**src/rtl/mmio_pkg.sv**
```systemverilog
// Shared register map and bit positions for the switch/LED MMIO block.
package mmio_pkg;

   localparam logic [1:0] ADDR_SW     = 2'd0;
   localparam logic [1:0] ADDR_LED    = 2'd1;
   localparam logic [1:0] ADDR_CTRL   = 2'd2;
   localparam logic [1:0] ADDR_STATUS = 2'd3;

   localparam int CTRL_BLINK  = 0;
   localparam int CTRL_FREEZE = 1;

   localparam int STAT_CHG   = 0;
   localparam int STAT_PHASE = 1;

endpackage

```
**src/rtl/sw_debounce.sv**
```systemverilog
// Two-flop synchroniser plus debounce: a new switch value is accepted only
// after it has differed from the accepted value for CYCLES consecutive cycles.
module sw_debounce #(
   parameter int WIDTH  = 24,
   parameter int CYCLES = 16
) (
   input  logic             clk,
   input  logic             rst,
   input  logic [WIDTH-1:0] raw,
   input  logic             freeze,
   output logic [WIDTH-1:0] stable,
   output logic             accept_pulse
);

   localparam int CNT_W = (CYCLES > 2) ? $clog2(CYCLES) : 1;
   localparam logic [CNT_W-1:0] CNT_LAST = CNT_W'(CYCLES - 1);

   logic [WIDTH-1:0] s1_q, s2_q;
   logic [WIDTH-1:0] stable_q, stable_d;
   logic [CNT_W-1:0] cnt_q, cnt_d;

   // Counter restarts whenever s2 matches the accepted value, so a short
   // glitch never reaches the terminal count.
   always_comb begin
      stable_d     = stable_q;
      cnt_d        = cnt_q;
      accept_pulse = 1'b0;
      if (freeze || (s2_q == stable_q)) begin
         cnt_d = '0;
      end else if (cnt_q == CNT_LAST) begin
         stable_d     = s2_q;
         cnt_d        = '0;
         accept_pulse = 1'b1;
      end else begin
         cnt_d = cnt_q + 1'b1;
      end
   end

   always_ff @(posedge clk or posedge rst) begin
      if (rst) begin
         s1_q     <= '0;
         s2_q     <= '0;
         stable_q <= '0;
         cnt_q    <= '0;
      end else begin
         s1_q     <= raw;
         s2_q     <= s1_q;
         stable_q <= stable_d;
         cnt_q    <= cnt_d;
      end
   end

   assign stable = stable_q;

endmodule

```
**src/rtl/mmio_switch_led.sv**
```systemverilog
// Memory-mapped switch/LED controller: debounced switch bank with sticky
// change flag, LED register with optional blink, registered read port.
module mmio_switch_led
   import mmio_pkg::*;
#(
   parameter int SW_WIDTH        = 24,
   parameter int LED_WIDTH       = 24,
   parameter int DATA_WIDTH      = 32,
   parameter int DEBOUNCE_CYCLES = 16,
   parameter int BLINK_BIT       = 22
) (
   input  logic                  clk,
   input  logic                  rst,
   input  logic [1:0]            io_addr,
   input  logic                  io_rd,
   input  logic                  io_wr,
   input  logic [DATA_WIDTH-1:0] io_wdata,
   output logic [DATA_WIDTH-1:0] io_rdata,
   input  logic [SW_WIDTH-1:0]   switch_in,
   output logic [LED_WIDTH-1:0]  led_out,
   output logic                  sw_changed
);

   logic [SW_WIDTH-1:0]   sw_stable;
   logic                  sw_accept;

   logic [LED_WIDTH-1:0]  led_reg_q, led_reg_d;
   logic [LED_WIDTH-1:0]  led_out_q, led_out_d;
   logic [1:0]            ctrl_q, ctrl_d;
   logic                  chg_q, chg_d;
   logic [BLINK_BIT:0]    blink_cnt_q, blink_cnt_d;
   logic [DATA_WIDTH-1:0] rdata_q, rdata_d;
   logic                  phase;
   logic                  unused_wdata;

   sw_debounce #(
      .WIDTH  (SW_WIDTH),
      .CYCLES (DEBOUNCE_CYCLES)
   ) u_debounce (
      .clk          (clk),
      .rst          (rst),
      .raw          (switch_in),
      .freeze       (ctrl_q[CTRL_FREEZE]),
      .stable       (sw_stable),
      .accept_pulse (sw_accept)
   );

   assign phase        = blink_cnt_q[BLINK_BIT];
   assign unused_wdata = ^io_wdata;

   // Read mux uses pre-edge state, so a read colliding with a write or a
   // flag set returns the old value.
   always_comb begin
      led_reg_d   = led_reg_q;
      ctrl_d      = ctrl_q;
      chg_d       = chg_q;
      rdata_d     = rdata_q;
      blink_cnt_d = blink_cnt_q + 1'b1;

      if (io_wr) begin
         case (io_addr)
            ADDR_LED:  led_reg_d = io_wdata[LED_WIDTH-1:0];
            ADDR_CTRL: ctrl_d    = io_wdata[1:0];
            default:   ;
         endcase
      end

      if (io_rd) begin
         rdata_d = '0;
         case (io_addr)
            ADDR_SW:   rdata_d[SW_WIDTH-1:0]  = sw_stable;
            ADDR_LED:  rdata_d[LED_WIDTH-1:0] = led_reg_q;
            ADDR_CTRL: rdata_d[1:0]           = ctrl_q;
            default: begin
               rdata_d[STAT_CHG]   = chg_q;
               rdata_d[STAT_PHASE] = phase;
               chg_d               = 1'b0;
            end
         endcase
      end

      // An acceptance in the same cycle as a clearing read keeps the flag set.
      if (sw_accept) begin
         chg_d = 1'b1;
      end

      led_out_d = (ctrl_q[CTRL_BLINK] && !phase) ? '0 : led_reg_q;
   end

   always_ff @(posedge clk or posedge rst) begin
      if (rst) begin
         led_reg_q   <= '0;
         led_out_q   <= '0;
         ctrl_q      <= '0;
         chg_q       <= 1'b0;
         blink_cnt_q <= '0;
         rdata_q     <= '0;
      end else begin
         led_reg_q   <= led_reg_d;
         led_out_q   <= led_out_d;
         ctrl_q      <= ctrl_d;
         chg_q       <= chg_d;
         blink_cnt_q <= blink_cnt_d;
         rdata_q     <= rdata_d;
      end
   end

   assign io_rdata   = rdata_q;
   assign led_out    = led_out_q;
   assign sw_changed = chg_q;

endmodule

```
**config.mk**
```make
export PLATFORM = sky130hd
export DESIGN_NAME = mmio_switch_led
export DESIGN_NICKNAME = d
export VERILOG_FILES = /design/src/rtl/mmio_pkg.sv /design/src/rtl/sw_debounce.sv /design/src/rtl/mmio_switch_led.sv
export SDC_FILE = /design/constraint.sdc
export NUM_CORES = 1
export LEC_CHECK = 0
export ABC_AREA = 1
export BUFFER_PORTS_ARGS = -buffer_cell sky130_fd_sc_hd__buf_2
export CAP_MARGIN = 20
export CORE_MARGIN = 2
export CORE_UTILIZATION = 40
export DETAILED_ROUTE_END_ITERATION = 6
export PLACE_DENSITY_LB_ADDON = 0.3
export SLEW_MARGIN = 20
export SYNTH_ARGS = -nofsm -noshare
export SYNTH_HDL_FRONTEND = slang
export SYNTH_SLANG_ARGS = --single-unit
```
**constraint.sdc**
```tcl
create_clock -name clk -period 7.1 [get_ports clk]
set_input_delay 0.71 -clock clk [delete_from_list [all_inputs] [get_ports clk]]
set_output_delay 0.71 -clock clk [all_outputs]
set_load 0.02 [all_outputs]
```
==> reports/qor.csv <==
metric,value,unit
chipHeight,135,um
area.sequential,4350,um^2
worst-endpoint-required,7.46,ns
min-delay-path-class,input pin to asynchronous set/reset pin,
clockBufferDepth,2,
drive_gt1_frac,0.178,
postRouteWirelength,13.8,mm
max_slew.worst_pin.slew,0.878,ns
grt_first_pass_wirelength,22.9,mm
placement.io_buffers,102,
clkSinkCount,174,
number_of_global_route_vias_before_repair,4635,
fp.dieW,135,um
post_layout_nonfiller_instances,1078,
yosysSeqAreaShare,0.631,
num_io_pins,119,
place_hpwl,9.52,mm
clock_power_share,0.382,
crit_path_start_kind,register,
ir_drop,0.176,mV
outcome,completed,
critical_path.reg2reg.startpoint,ctrl_q[1],
yosys.cell_types.count,30,
report.final.hold_viol_count,0,
antenna_found_initial,0,
critical_path_buf_inv_count,1,
tritoncts,built,
max_cap_violations,0,
fin_crit_sh,0.278,
timing.final.crit_period,1.97,ns
worstPathArrival,2.34,ns
synth.largest_area_cell,sky130_fd_sc_hd__dfrtp_1,
net-switching-power,690,uW
combinationalPowerShare,0.140,
cts.repair.resized,0,
dpl.cell_count,1046,
synth_top_flop_cell,sky130_fd_sc_hd__dfrtp_1,
area_growth,18.5,%
maximum_number_of_pins_on_one_net_before_global_route_repair,68,
start_util,0.404,
final_cell_mix,"221 x sky130_fd_sc_hd__nand2_1, 174 x sky130_fd_sc_hd__dfrtp_1, 102 x sky130_fd_sc_hd__buf_2",
cell_internal_pwr,1.74,mW
pre_cts_ws,4.90,ns
area_enclosed_by_the_die_boundary,18300,um^2
vias,4920,
layout.core_utilization,0.479,
timing.final.max_slew_violations,0,
power.static_leakage,4.31,nW
dr.first_iter.drc_count,207,
cp-end-kind,register,
detail-route-antenna-nets,0,
fill_cells,1622,
grt-ovfl-total,0,
finalWeightedCongestion,0.836,
timing.critical_path.fanout_max,26,
synth_area_leaders,"sky130_fd_sc_hd__dfrtp_1 63%, sky130_fd_sc_hd__nand2_1 12%, sky130_fd_sc_hd__inv_1 5.0%, sky130_fd_sc_hd__nor2_1 4.2%, sky130_fd_sc_hd__nand4_1 2.4%",
final_critical_path_setup_slack,5.13,ns
multi_input_comb_area,2040,um^2
portion_of_synthesized_cell_area_occupied_by_the_leading_cell_type,0.631,
post_synth_instance_area,6900,um^2
cts_setup_buffers,0,
post_cts_hold_buffer_count,0,
worst_slew_slack_as_a_fraction_of_its_limit,0.411,
setup_total_negative_slack,0,ns
fp.coreArea,17100,um^2
global_route.usage.total,0.162,
fin_skew,0.00858,ns
worst-setup-path-type,register to register,
crit_path_max_incr_delay,0.70,ns
power-per-cell-area,298,nW/um^2
clock_root_buffer,sky130_fd_sc_hd__clkbuf_16,
post_syn_area_per_cell,9.33,um^2
layout_commonest_cell,sky130_fd_sc_hd__nand2_1,
yosys_warning_count,0,
clock_transition_time_at_the_flip_flop_clock_pins_of_the_worst_setup_and_hold_paths,0.07,ns
path_common_cell,sky130_fd_sc_hd__nand2_1,
finalSetupViolations,0,
floorplan.rows,48,
cpLargestDelayFamily,simple AND/OR/NAND/NOR gates,
synthesis_stage_register_bit_count,174,
cts_htree_levels,4,
dr.pass1.iters,5,
nets_finish,904,
cts_buffers,17,
timing.critical_path.slowest_stage_cell,sky130_fd_sc_hd__clkinv_1,
detail_route.vias_per_cell,4.56,
switching_share,0.284,
async_reset_ff_frac,1.00,
routed_wire_length_per_instance,12.8,um
clk-insertion-delay-late,0.43,ns
worstPathCellList,clkinv_1 -> nand3_4 -> nand2_1 -> nand2_1,
netlist_instances,739,
power_frac_seq,0.478,
drc_errors,0,
worst-path-stages,4,
num_antenna_cells,0,
rsz_0062_raised_after_global_routing,false,
r2r_cells,4,
fmax,507,MHz
setup.worst_path.start,ctrl_q[1],
synth-edff-count,0,
-- flip-flops by register name, summed over array words and instances, names as in the netlist --
register,cells
io_rdata,24
led_out,24
ctrl_q,2
led_reg_q,24
u_debounce.cnt_q,4
u_debounce.s1_q,24
blink_cnt_q,23
u_debounce.s2_q,24
sw_changed,1
u_debounce.stable,24
-- routing by layer --
layer	GRT usage	part of all wire
met5	0	0
met4	0.0793	0.024
met3	0.0412	0.046
met2	0.239	0.44
met1	0.225	0.49
-- through the flow --
step | power [mW] | instance area, um^2 | hold WS (ns)
2_1_floorplan | 1.41 | 6920 | 0.331
5_1_grt | 2.56 | 8170 | 0.321
3_5_place_dp | 1.53 | 7590 | 0.335
6_report | 2.43 | 8170 | 0.295
4_1_cts | 2.46 | 8170 | 0.302
3_3_place_gp | 1.52 | 7590 | 0.332
-- cell families after synthesis --
logic type | after synthesis | synth area share
and+or+nand+nor | 358 | 0.217
xor gates and xnor gates | 18 | 0.0229
DFF | 174 | 0.631
AOI/OAI and AO/OA | 58 | 0.0475
adders and majority gates | 2 | 0.00363
buffers and inverters | 128 | 0.0771
other | 1 | 0.000544
-- final cells by class --
type                    instances  share of cell area
multi-input cells             444               0.249
flip-flops and latches        174               0.533
inverters                      96              0.0447
repair buffers                107              0.0671
clock buffers                  18              0.0525
clock inverters                14              0.0190
well taps                     225              0.0345
-- worst paths after layout --
check	to	slack (ns)
hold / removal	u_debounce.s1_q[20]	0.29
setup / recovery	u_debounce.stable[15]	5.13
setup reg to reg	u_debounce.stable[15]	5.13
max in group asynchronous	led_out[10]	5.60
hold reg to reg	u_debounce.s2_q[14]	0.35
min in group clk	u_debounce.s2_q[14]	0.35
-- cell usage after synthesis (4+ instances only) --
cell and number:
sky130_fd_sc_hd__o22ai_1 23, sky130_fd_sc_hd__dfrtp_1 174, sky130_fd_sc_hd__clkbuf_1 15, sky130_fd_sc_hd__xnor2_1 8, sky130_fd_sc_hd__nor2_2 6, sky130_fd_sc_hd__buf_2 5, sky130_fd_sc_hd__a21oi_1 26, sky130_fd_sc_hd__inv_1 91
sky130_fd_sc_hd__nor3_1 7, sky130_fd_sc_hd__nand4_1 26, sky130_fd_sc_hd__inv_2 4, sky130_fd_sc_hd__nand2_1 221, sky130_fd_sc_hd__xor2_1 10, sky130_fd_sc_hd__buf_4 8, sky130_fd_sc_hd__nor2_1 77, sky130_fd_sc_hd__o21ai_0 6
sky130_fd_sc_hd__nand3_1 14
-- power groups by stage --
stage,clock network [mW],logic [mW],registers (mW)
finish,0.928,0.341,1.16
global route,0.996,0.391,1.17
CTS,0.951,0.347,1.16
detailed placement,0,0.346,1.18
global placement,0,0.339,1.18
floorplan,0,0.186,1.23
(Power assumes the default switching activity.)
